`src/rtl/multi_strip_led_driver_pkg.sv`:
```
// Shared types and constants for the multi-strip APA102-style LED output stage.
package multi_strip_led_driver_pkg;

    typedef logic [23:0] rgb_t;

    localparam int APA_START_BITS = 32;
    localparam logic [2:0] APA_HDR = 3'b111;

    typedef enum logic [2:0] {
        IDLE     = 3'd0,
        START_FR = 3'd1,
        LED_FR   = 3'd2,
        END_FR   = 3'd3,
        DONE     = 3'd4
    } led_fsm_t;

    // rgb_t is {R,G,B}; the wire order is header, brightness, B, G, R
    function automatic logic [31:0] apa_word(input logic [4:0] bri, input rgb_t pix);
        return {APA_HDR, bri, pix[7:0], pix[15:8], pix[23:16]};
    endfunction

endpackage

```
`src/rtl/multi_strip_led_driver_bit_timer.sv`:
```
// Serial bit timer: FREQ_DIV cycles low, FREQ_DIV cycles high, with a strobe ahead of each low phase.
module led_bit_timer #(
    parameter int FREQ_DIV = 5
) (
    input  logic clk,
    input  logic rst,
    input  logic en,
    output logic clk_out,
    output logic low_start
);

    localparam int PW = (2 * FREQ_DIV > 1) ? $clog2(2 * FREQ_DIV) : 1;
    localparam logic [PW-1:0] LAST = PW'(2 * FREQ_DIV - 1);
    localparam logic [PW-1:0] HALF = PW'(FREQ_DIV);

    logic [PW-1:0] cnt_r;

    // Phase counter; clk_out goes high once the counter has spent FREQ_DIV cycles in the low half
    always_ff @(posedge clk or negedge rst) begin
        if (!rst) begin
            cnt_r   <= '0;
            clk_out <= 1'b0;
        end else if (en) begin
            cnt_r   <= (cnt_r == LAST) ? '0 : cnt_r + 1'b1;
            clk_out <= (cnt_r >= HALF);
        end else begin
            cnt_r   <= '0;
            clk_out <= 1'b0;
        end
    end

    // Also marks the end of the previous bit, since bits are back to back
    assign low_start = en && (cnt_r == '0);

endmodule

```
`src/rtl/multi_strip_led_driver.sv`:
```
// Snapshots per-bin colours/counts, expands them to per-LED pixels and streams APA102 frames on CHANNELS strips.
module multi_strip_led_driver
    import multi_strip_led_driver_pkg::*;
#(
    parameter int LEDS     = 50,
    parameter int BIN_QTY  = 12,
    parameter int CHANNELS = 2,
    parameter int FREQ     = 12_000_000,
    parameter int FREQ_DIV = 5,
    parameter int END_BITS = 32,
    localparam int CW      = $clog2(LEDS + 1)
) (
    input  logic                             clk,
    input  logic                             rst,
    input  logic                             start,
    input  rgb_t [BIN_QTY-1:0]               rgb,
    input  logic [BIN_QTY-1:0][CW-1:0]       LEDCounts,
    input  logic [4:0]                       brightness,
    input  logic [CHANNELS-1:0]              reverse,
    output logic [CHANNELS-1:0]              dOut,
    output logic                             clkOut,
    output logic                             busy,
    output logic                             done
);

    localparam int SW = CW + $clog2(BIN_QTY) + 1;
    localparam int EW = $clog2(END_BITS + 1);

    if (FREQ < 1 || FREQ_DIV < 1 || END_BITS < (LEDS + 1) / 2 || END_BITS % 8 != 0) begin : g_bad_params
        $error("multi_strip_led_driver: illegal parameter combination");
    end

    led_fsm_t                         state_r, state_s;
    logic [4:0]                       bit_cnt_r;
    logic [CW-1:0]                    led_cnt_r;
    logic [EW-1:0]                    end_cnt_r;
    rgb_t [BIN_QTY-1:0]               rgb_r;
    logic [BIN_QTY-1:0][SW-1:0]       psum_s, psum_r;
    logic [4:0]                       bri_r;
    logic [CHANNELS-1:0]              rev_r;
    rgb_t [CHANNELS-1:0]              pix_s, pix_r;
    logic [CHANNELS-1:0][31:0]        word_r;
    logic [SW-1:0]                    acc_s, j_s;
    logic [CW-1:0]                    look_idx_s;
    logic                             accept_s, timer_en_s, low_start_s;

    assign accept_s   = start && (state_r == IDLE || state_r == DONE);
    assign timer_en_s = (state_r == START_FR) || (state_r == LED_FR) || (state_r == END_FR);
    assign look_idx_s = (state_r == LED_FR) ? led_cnt_r + 1'b1 : '0;

    led_bit_timer #(.FREQ_DIV(FREQ_DIV)) u_timer (
        .clk       (clk),
        .rst       (rst),
        .en        (timer_en_s),
        .clk_out   (clkOut),
        .low_start (low_start_s)
    );

    // Prefix sums of the live counts, latched together with the snapshot
    always_comb begin
        acc_s  = '0;
        psum_s = '0;
        for (int k = 0; k < BIN_QTY; k++) begin
            acc_s     = acc_s + SW'(LEDCounts[k]);
            psum_s[k] = acc_s;
        end
    end

    // Pixel of the next LED per channel: lowest bin whose prefix sum exceeds the logical index
    always_comb begin
        pix_s = '0;
        j_s   = '0;
        for (int c = 0; c < CHANNELS; c++) begin
            j_s = rev_r[c] ? SW'(LEDS - 1) - SW'(look_idx_s) : SW'(look_idx_s);
            for (int k = BIN_QTY - 1; k >= 0; k--) begin
                pix_s[c] = (j_s < psum_r[k]) ? rgb_r[k] : pix_s[c];
            end
        end
    end

    // Frame sequencing
    always_comb begin
        state_s = state_r;
        case (state_r)
            IDLE:     state_s = accept_s ? START_FR : IDLE;
            START_FR: state_s = (low_start_s && bit_cnt_r == 5'(APA_START_BITS - 1)) ? LED_FR : START_FR;
            LED_FR:   state_s = (low_start_s && bit_cnt_r == 5'd31 && led_cnt_r == CW'(LEDS - 1)) ? END_FR : LED_FR;
            END_FR:   state_s = (low_start_s && end_cnt_r == EW'(END_BITS)) ? DONE : END_FR;
            DONE:     state_s = accept_s ? START_FR : IDLE;
            default:  state_s = IDLE;
        endcase
    end

    // Snapshot capture, bit/LED counters and per-channel serialisers
    always_ff @(posedge clk or negedge rst) begin
        if (!rst) begin
            state_r   <= IDLE;
            busy      <= 1'b0;
            done      <= 1'b0;
            dOut      <= '0;
            bit_cnt_r <= '0;
            led_cnt_r <= '0;
            end_cnt_r <= '0;
            rgb_r     <= '0;
            psum_r    <= '0;
            bri_r     <= '0;
            rev_r     <= '0;
            pix_r     <= '0;
            word_r    <= '0;
        end else begin
            state_r <= state_s;
            busy    <= (state_s == START_FR) || (state_s == LED_FR) || (state_s == END_FR);
            done    <= (state_s == DONE);
            pix_r   <= pix_s;
            if (accept_s) begin
                rgb_r     <= rgb;
                psum_r    <= psum_s;
                bri_r     <= brightness;
                rev_r     <= reverse;
                bit_cnt_r <= '0;
                led_cnt_r <= '0;
                end_cnt_r <= '0;
                dOut      <= '0;
            end else if (low_start_s) begin
                case (state_r)
                    START_FR: begin
                        dOut      <= '0;
                        bit_cnt_r <= bit_cnt_r + 5'd1;
                        for (int c = 0; c < CHANNELS; c++) begin
                            word_r[c] <= apa_word(bri_r, pix_r[c]);
                        end
                    end
                    LED_FR: begin
                        bit_cnt_r <= bit_cnt_r + 5'd1;
                        for (int c = 0; c < CHANNELS; c++) begin
                            dOut[c]   <= word_r[c][31];
                            word_r[c] <= (bit_cnt_r == 5'd31) ? apa_word(bri_r, pix_r[c])
                                                              : {word_r[c][30:0], 1'b0};
                        end
                        if (bit_cnt_r == 5'd31) begin
                            led_cnt_r <= led_cnt_r + 1'b1;
                        end
                    end
                    END_FR: begin
                        if (end_cnt_r == EW'(END_BITS)) begin
                            dOut <= '0;
                        end else begin
                            dOut      <= '1;
                            end_cnt_r <= end_cnt_r + 1'b1;
                        end
                    end
                    default: dOut <= dOut;
                endcase
            end
        end
    end

endmodule
```
`config.mk`:
```
export PLATFORM = sky130hd
export DESIGN_NAME = multi_strip_led_driver
export DESIGN_NICKNAME = d
export VERILOG_FILES = /design/src/rtl/multi_strip_led_driver_pkg.sv /design/src/rtl/multi_strip_led_driver_bit_timer.sv /design/src/rtl/multi_strip_led_driver.sv
export SDC_FILE = /design/constraint.sdc
export NUM_CORES = 2
export LEC_CHECK = 0
export ABC_AREA = 1
export BUFFER_PORTS_ARGS = -buffer_cell sky130_fd_sc_hd__buf_2
export CAP_MARGIN = 20
export CORE_MARGIN = 2
export CORE_UTILIZATION = 42
export DETAILED_ROUTE_END_ITERATION = 16
export GPL_TIMING_DRIVEN = 0
export SYNTH_ARGS = -nofsm -noshare
export SYNTH_HDL_FRONTEND = slang
export SYNTH_HIERARCHICAL = 1
export SYNTH_SLANG_ARGS = --single-unit
```
`constraint.sdc`:
```
create_clock -name clk -period 4.95 [get_ports clk]
set_input_delay 0.99 -clock clk [delete_from_list [all_inputs] [get_ports clk]]
set_output_delay 0.99 -clock clk [all_outputs]
set_load 0.05 [all_outputs]
```
### Word level (Yosys, flattened, before mapping)

Cells that the tools add are included.

* flip-flop bits (word level): 563
* word-level logic and storage cells: 173
* input bits: 370
* output and inout port bits: 5

* reductions and logical operators: 26
* bitwise logic cells: 1
* mux-type cells: 53
* order comparisons: 25
* equal/unequal tests: 13
* add/sub/neg operators: 16

Operator list (count)
* 2-to-1 mux 24 bit: 24
* less-than comparator 11 bit: 22
* one-hot mux 64 bit (2 select lines): 1
* adder 11 x 6 -> 11 bit: 6
* 2-to-1 mux 32 bit: 2
* 2-to-1 mux 6 bit: 9
* less-than comparator 11 x 6 -> 1 bit: 2
* 2-to-1 mux 11 bit: 2
* 2-to-1 mux 5 bit: 3
* adder 6 x 1 -> 6 bit (second input constant): 2
* == test 3 x 2 -> 1 bit (second input constant): 4
* == test 6 bit (second input constant): 2
* one-hot mux 3 bit (4 select lines): 1
* nonzero test 2 bit: 6
* adder 10 x 6 -> 11 bit: 1
* adder 9 x 6 -> 10 bit: 1
* adder 8 x 6 -> 9 bit: 1
* AND reduction 3 bit: 3
* adder 7 x 6 -> 8 bit: 1
* 2-to-1 mux 2 bit: 4
* 2-to-1 mux 4 bit: 2
* adder 6 x 6 -> 7 bit: 1
* subtractor 6 x 6 -> 7 bit (first input constant): 1
* == test 3 x 1 -> 1 bit (second input constant): 2
* other kinds (18): 31

### Logic depth before layout (Yosys ltp)

* depth after elaboration: 17
* depth in mapped cells: 52
* mapped depth without buffers: 52

### Hierarchy

The synthesis kept the hierarchy.

Modules (own cells, without submodules)
* multi_strip_led_driver: seq. area each 13713.2 sq um, cells an instance 4711, area an instance 34548.1 sq um, times used 1
* led_bit_timer: seq. area each 125.1 sq um, cells an instance 31, area an instance 235.2 sq um, times used 1

### Worst setup path after synthesis

No wires, ideal clock.

* path kind: in2reg
* from: input port LEDCounts[0] (netlist bit)
* to: register psum_r[131] (netlist bit)
* library setup time: 0.124 ns
* cell stages on the path: 47
* setup slack: -3.693 ns
* path buffers: 0
* data required time: 4.826 ns
* arrival time: 8.519 ns
* cells stage by stage: ha_1 fa_1 inv_1 fa_1 xnor2_1 ha_1 nand2_1 nand2_1 o21bai_1 xor2_1 inv_1 ha_1 a21oi_1 nand2_1 or2_2 nand2_1 inv_1 ha_1 [11 not listed] inv_1 xor2_1 ha_1 inv_1 o21bai_1 xor2_1 ha_1 xor2_1 ha_1 nand2_1 o21ai_0 nand3_1 nor2_2 inv_1 nor2_1 nand2_1 nand2_1 nand3_1

RTL lines
* start: declaration: RTL line multi_strip_led_driver.sv:17 `input logic [BIN_QTY-1:0][CW-1:0] LEDCounts,`
* end signal: assignment: RTL line multi_strip_led_driver.sv:117 `psum_r <= psum_s;`
* end: declaration: RTL line multi_strip_led_driver.sv:38 `logic [BIN_QTY-1:0][SW-1:0] psum_s, psum_r;`

==> results.toml <==
[flow_run]
cap_violations = 0

[timing]
setup_ws_ns = -3.32
worst_pin_slew_ns = 1.15
hold_viol_final = 0
maxSlewHeadroom_pct = 23.0
slew_viol_final = 0
post-route-period-util_pct = 167
whs_ns = 0.291
fin_crit_ns = 8.27
fmax_mhz = 121
setup_viol = 59
grt_setup_unrepaired = "true"
tns_ns = -99.45
skew_ns = 0.0391

[drt]
dr.pass1.iters = 5
initialDrtViolationCount = 2889
routed_wl_um = 136000
vias = 34400
drc = 0
via_per_inst = 5.33
ant_nets = 0
wl_per_cell_um = 21.0

[global_routing]
gr-usage-met3_pct = 4.85
grt_pass1_vias = 33300
gr-usage-met1_pct = 41.6
overflow = 0
grt_pass1_wl_um = 201000
grtUsageMet2_pct = 50.1
grt.busiest_layer = "met2"
antenna_found_initial = 4
grt_use_total_pct = 31.2
grt_max_degree = 116

[floorplanning]
fp-row-count = 105
die_w_um = 292
io_pins = 375
die_area_um2 = 85100
die_y_um = 292
start_util_pct = 42.4
core_area_um2 = 82000

[cts]
cts_hold_buffers = 0
clkSlewWorstSetupHoldPaths_ns = 0.06
htree_num_levels = 3
cts_tree = "done"
cts_made_buffers = 66
clkSinkCount = 553
root_buffer = "clkbuf_16"
clk_path_buf_depth = 3
worstSkewPairLatency_ns = 0.64

[place]
dp_cells = 6202
io_buffers = 374
place.gp.congestion = 0.969
hpwl_um = 103000
post_dp_cell_area_um2 = 38600

[synthesis]
ys_ff_latch = 553
synth_seq_area_share_pct = 39.8
syn_nets = 5393
yosys_warnings = 6
ys.flop_type = "dfrtp_1"
syn-instance-count = 4742
synth_area_um2 = 34800
synth_edf_count = 0
syn_avg_cell_area_um2 = 7.34
synthArstFlopShare_pct = 100
ys_types = 48

[setup_path]
cp.required_ns = 5.43
path_buf_inv = 12
cp_data_arrival_time_ns = 8.75
cp_max_fo = 5
crit_top_cell = "ha_4"
endpoint_kind = "flop"
critPathTopFamily = "adder cells"
cp-start-kind = "input port"
crit_type = "in2reg"
worst_path_largest_cell_delay_ns = 0.41
crit_slowest_cell = "fa_2"

[layout]
nets = 5993
fin_cells = 6468
drive_above_1_share_pct = 21.3
final_area_um2 = 44500
syn_to_final_growth_pct = 28.1

[outcome]
failed_checks = "setup timing"
status = "complete, but fails checks"

[min_path]
hp-class = "in2async"
==> cell families after synthesis <==
kind of cell | count (synthesis) | synth area share (%)
fa+ha+maj | 281 | 10.3
xor+xnor | 50 | 1.26
buf+inv | 757 | 8.28
simple gates | 2157 | 25.2
compound gates | 944 | 15.1
flops | 553 | 39.8
==> flip-flops by register name, summed over array words and instances, names as in the netlist <==
register	flops
bit_cnt_r	5
done	1
pix_r	48
u_timer/cnt_r	4
dOut	2
psum_r	117
u_timer/clk_out	1
state_r	3
word_r	64
busy	1
rev_r	2
led_cnt_r	6
end_cnt_r	6
rgb_r	288
bri_r	5
==> cells in the mapped netlist (5+ instances only) <==
| cell | n | share of area, % |
|---|---|---|
| nand2_1 | 1684 | 18 |
| dfrtp_1 | 553 | 40 |
| inv_1 | 515 | 5.6 |
| o21ai_0 | 442 | 6.4 |
| ha_1 | 270 | 9.7 |
| a21oi_1 | 254 | 3.7 |
| clkbuf_1 | 184 | 2.0 |
| nand3_1 | 180 | 2.6 |
| nor2_1 | 171 | 1.8 |
| o211ai_1 | 107 | 2.3 |
| a31oi_1 | 63 | 1.1 |
| xor2_1 | 32 | 0.81 |
| nor3_1 | 29 | 0.42 |
| nand2_2 | 21 | 0.38 |
| buf_2 | 20 | 0.29 |
| inv_2 | 19 | 0.21 |
| xnor2_1 | 18 | 0.45 |
| o22ai_1 | 17 | 0.31 |
| o31ai_1 | 15 | 0.32 |
| buf_1 | 14 | 0.15 |
| nand2_4 | 13 | 0.42 |
| nand3_2 | 13 | 0.37 |
| o21bai_1 | 12 | 0.26 |
| fa_1 | 11 | 0.63 |
| nand4_1 | 11 | 0.20 |
| nor2_2 | 10 | 0.18 |
| or2_2 | 8 | 0.14 |
| a211oi_1 | 7 | 0.15 |
| o21ai_1 | 7 | 0.10 |
| nand3_4 | 5 | 0.25 |
==> stage by stage <==
stage               setup slack, ns  utilization [%]
floorplan                     -3.39                -
global placement              -9.00             46.6
detailed placement            -5.12             47.0
CTS                           -3.21             52.6
global route                  -3.60             54.3
finish                        -3.32             54.3
==> placed cells by master, fill, tap and decap left out, types with 43 or more instances in the layout <==
cell,instances
a21oi_1,213
o21ai_1,50
nand2_1,1614
a31oi_1,59
inv_1,484
o211ai_1,107
ha_4,43
nand3_1,157
o21ai_0,369
nor2_1,155
dfrtp_1,551
nand2_2,70
clkbuf_1,148
buf_4,117
buf_2,386
ha_1,227
clkbuf_16,67
==> what timing repair did <==
action | 4_1_cts | 5_1_grt
setup endpoints to repair | 111 | 108
setup buffers | 83 | 62
resized for setup | 329 | 253
gates cloned | 0 | 2
pin swaps | 116 | 138
==> routing by layer <==
metal	part of all wire, %	vias to the layer above
met2	46	1307
met4	4.9	2
li1	-	16600
met5	0.0059	-
met1	42	16200
met3	7.1	315
==> final timing paths <==
kind	start	end	slack, ns	depth (start not counted)
setup / recovery	LEDCounts[0]	psum_r[131]$_DFFE_PN0P_	-3.32	49
hold / removal	rst	psum_r[102]$_DFFE_PN0P_	0.29	1
max in group asynchronous	rst	rgb_r[115]$_DFFE_PN0P_	2.79	4
hold reg to reg	psum_r[130]$_DFFE_PN0P_	psum_r[130]$_DFFE_PN0P_	0.49	2
setup reg to reg	state_r[2]$_DFF_PN0_	pix_r[7]$_DFF_PN0_	-0.01	34
min in group clk	psum_r[130]$_DFFE_PN0P_	psum_r[130]$_DFFE_PN0P_	0.49	2
==> worst reg2reg max path: cells and delay by family, from the launching register on <==
kind	cells	cell delay [ns]
and+or+nand+nor	15	1.72
buffers and inverters	10	1.26
AOI/OAI and AO/OA	6	0.84
adders and majority gates	2	0.42
DFF	1	0.36
xor gates and xnor gates	1	0.20
==> final cells by class <==
| cell class | count | area, um^2 |
|---|---|---|
| Fill cell | 7850 | 37400 |
| Multi-Input combinational cell | 3433 | 20500 |
| Sequential cell | 553 | 13800 |
| Timing Repair Buffer | 532 | 3450 |
| Inverter | 535 | 2040 |
| Clock buffer | 87 | 1890 |
| Tap cell | 1070 | 1340 |
| Buffer | 221 | 1040 |
| Clock inverter | 33 | 447 |
| Antenna cell | 4 | 10.0 |
Power is not shown: default switching activity piles up to over one toggle a cycle in this logic, so the estimate is an artifact.
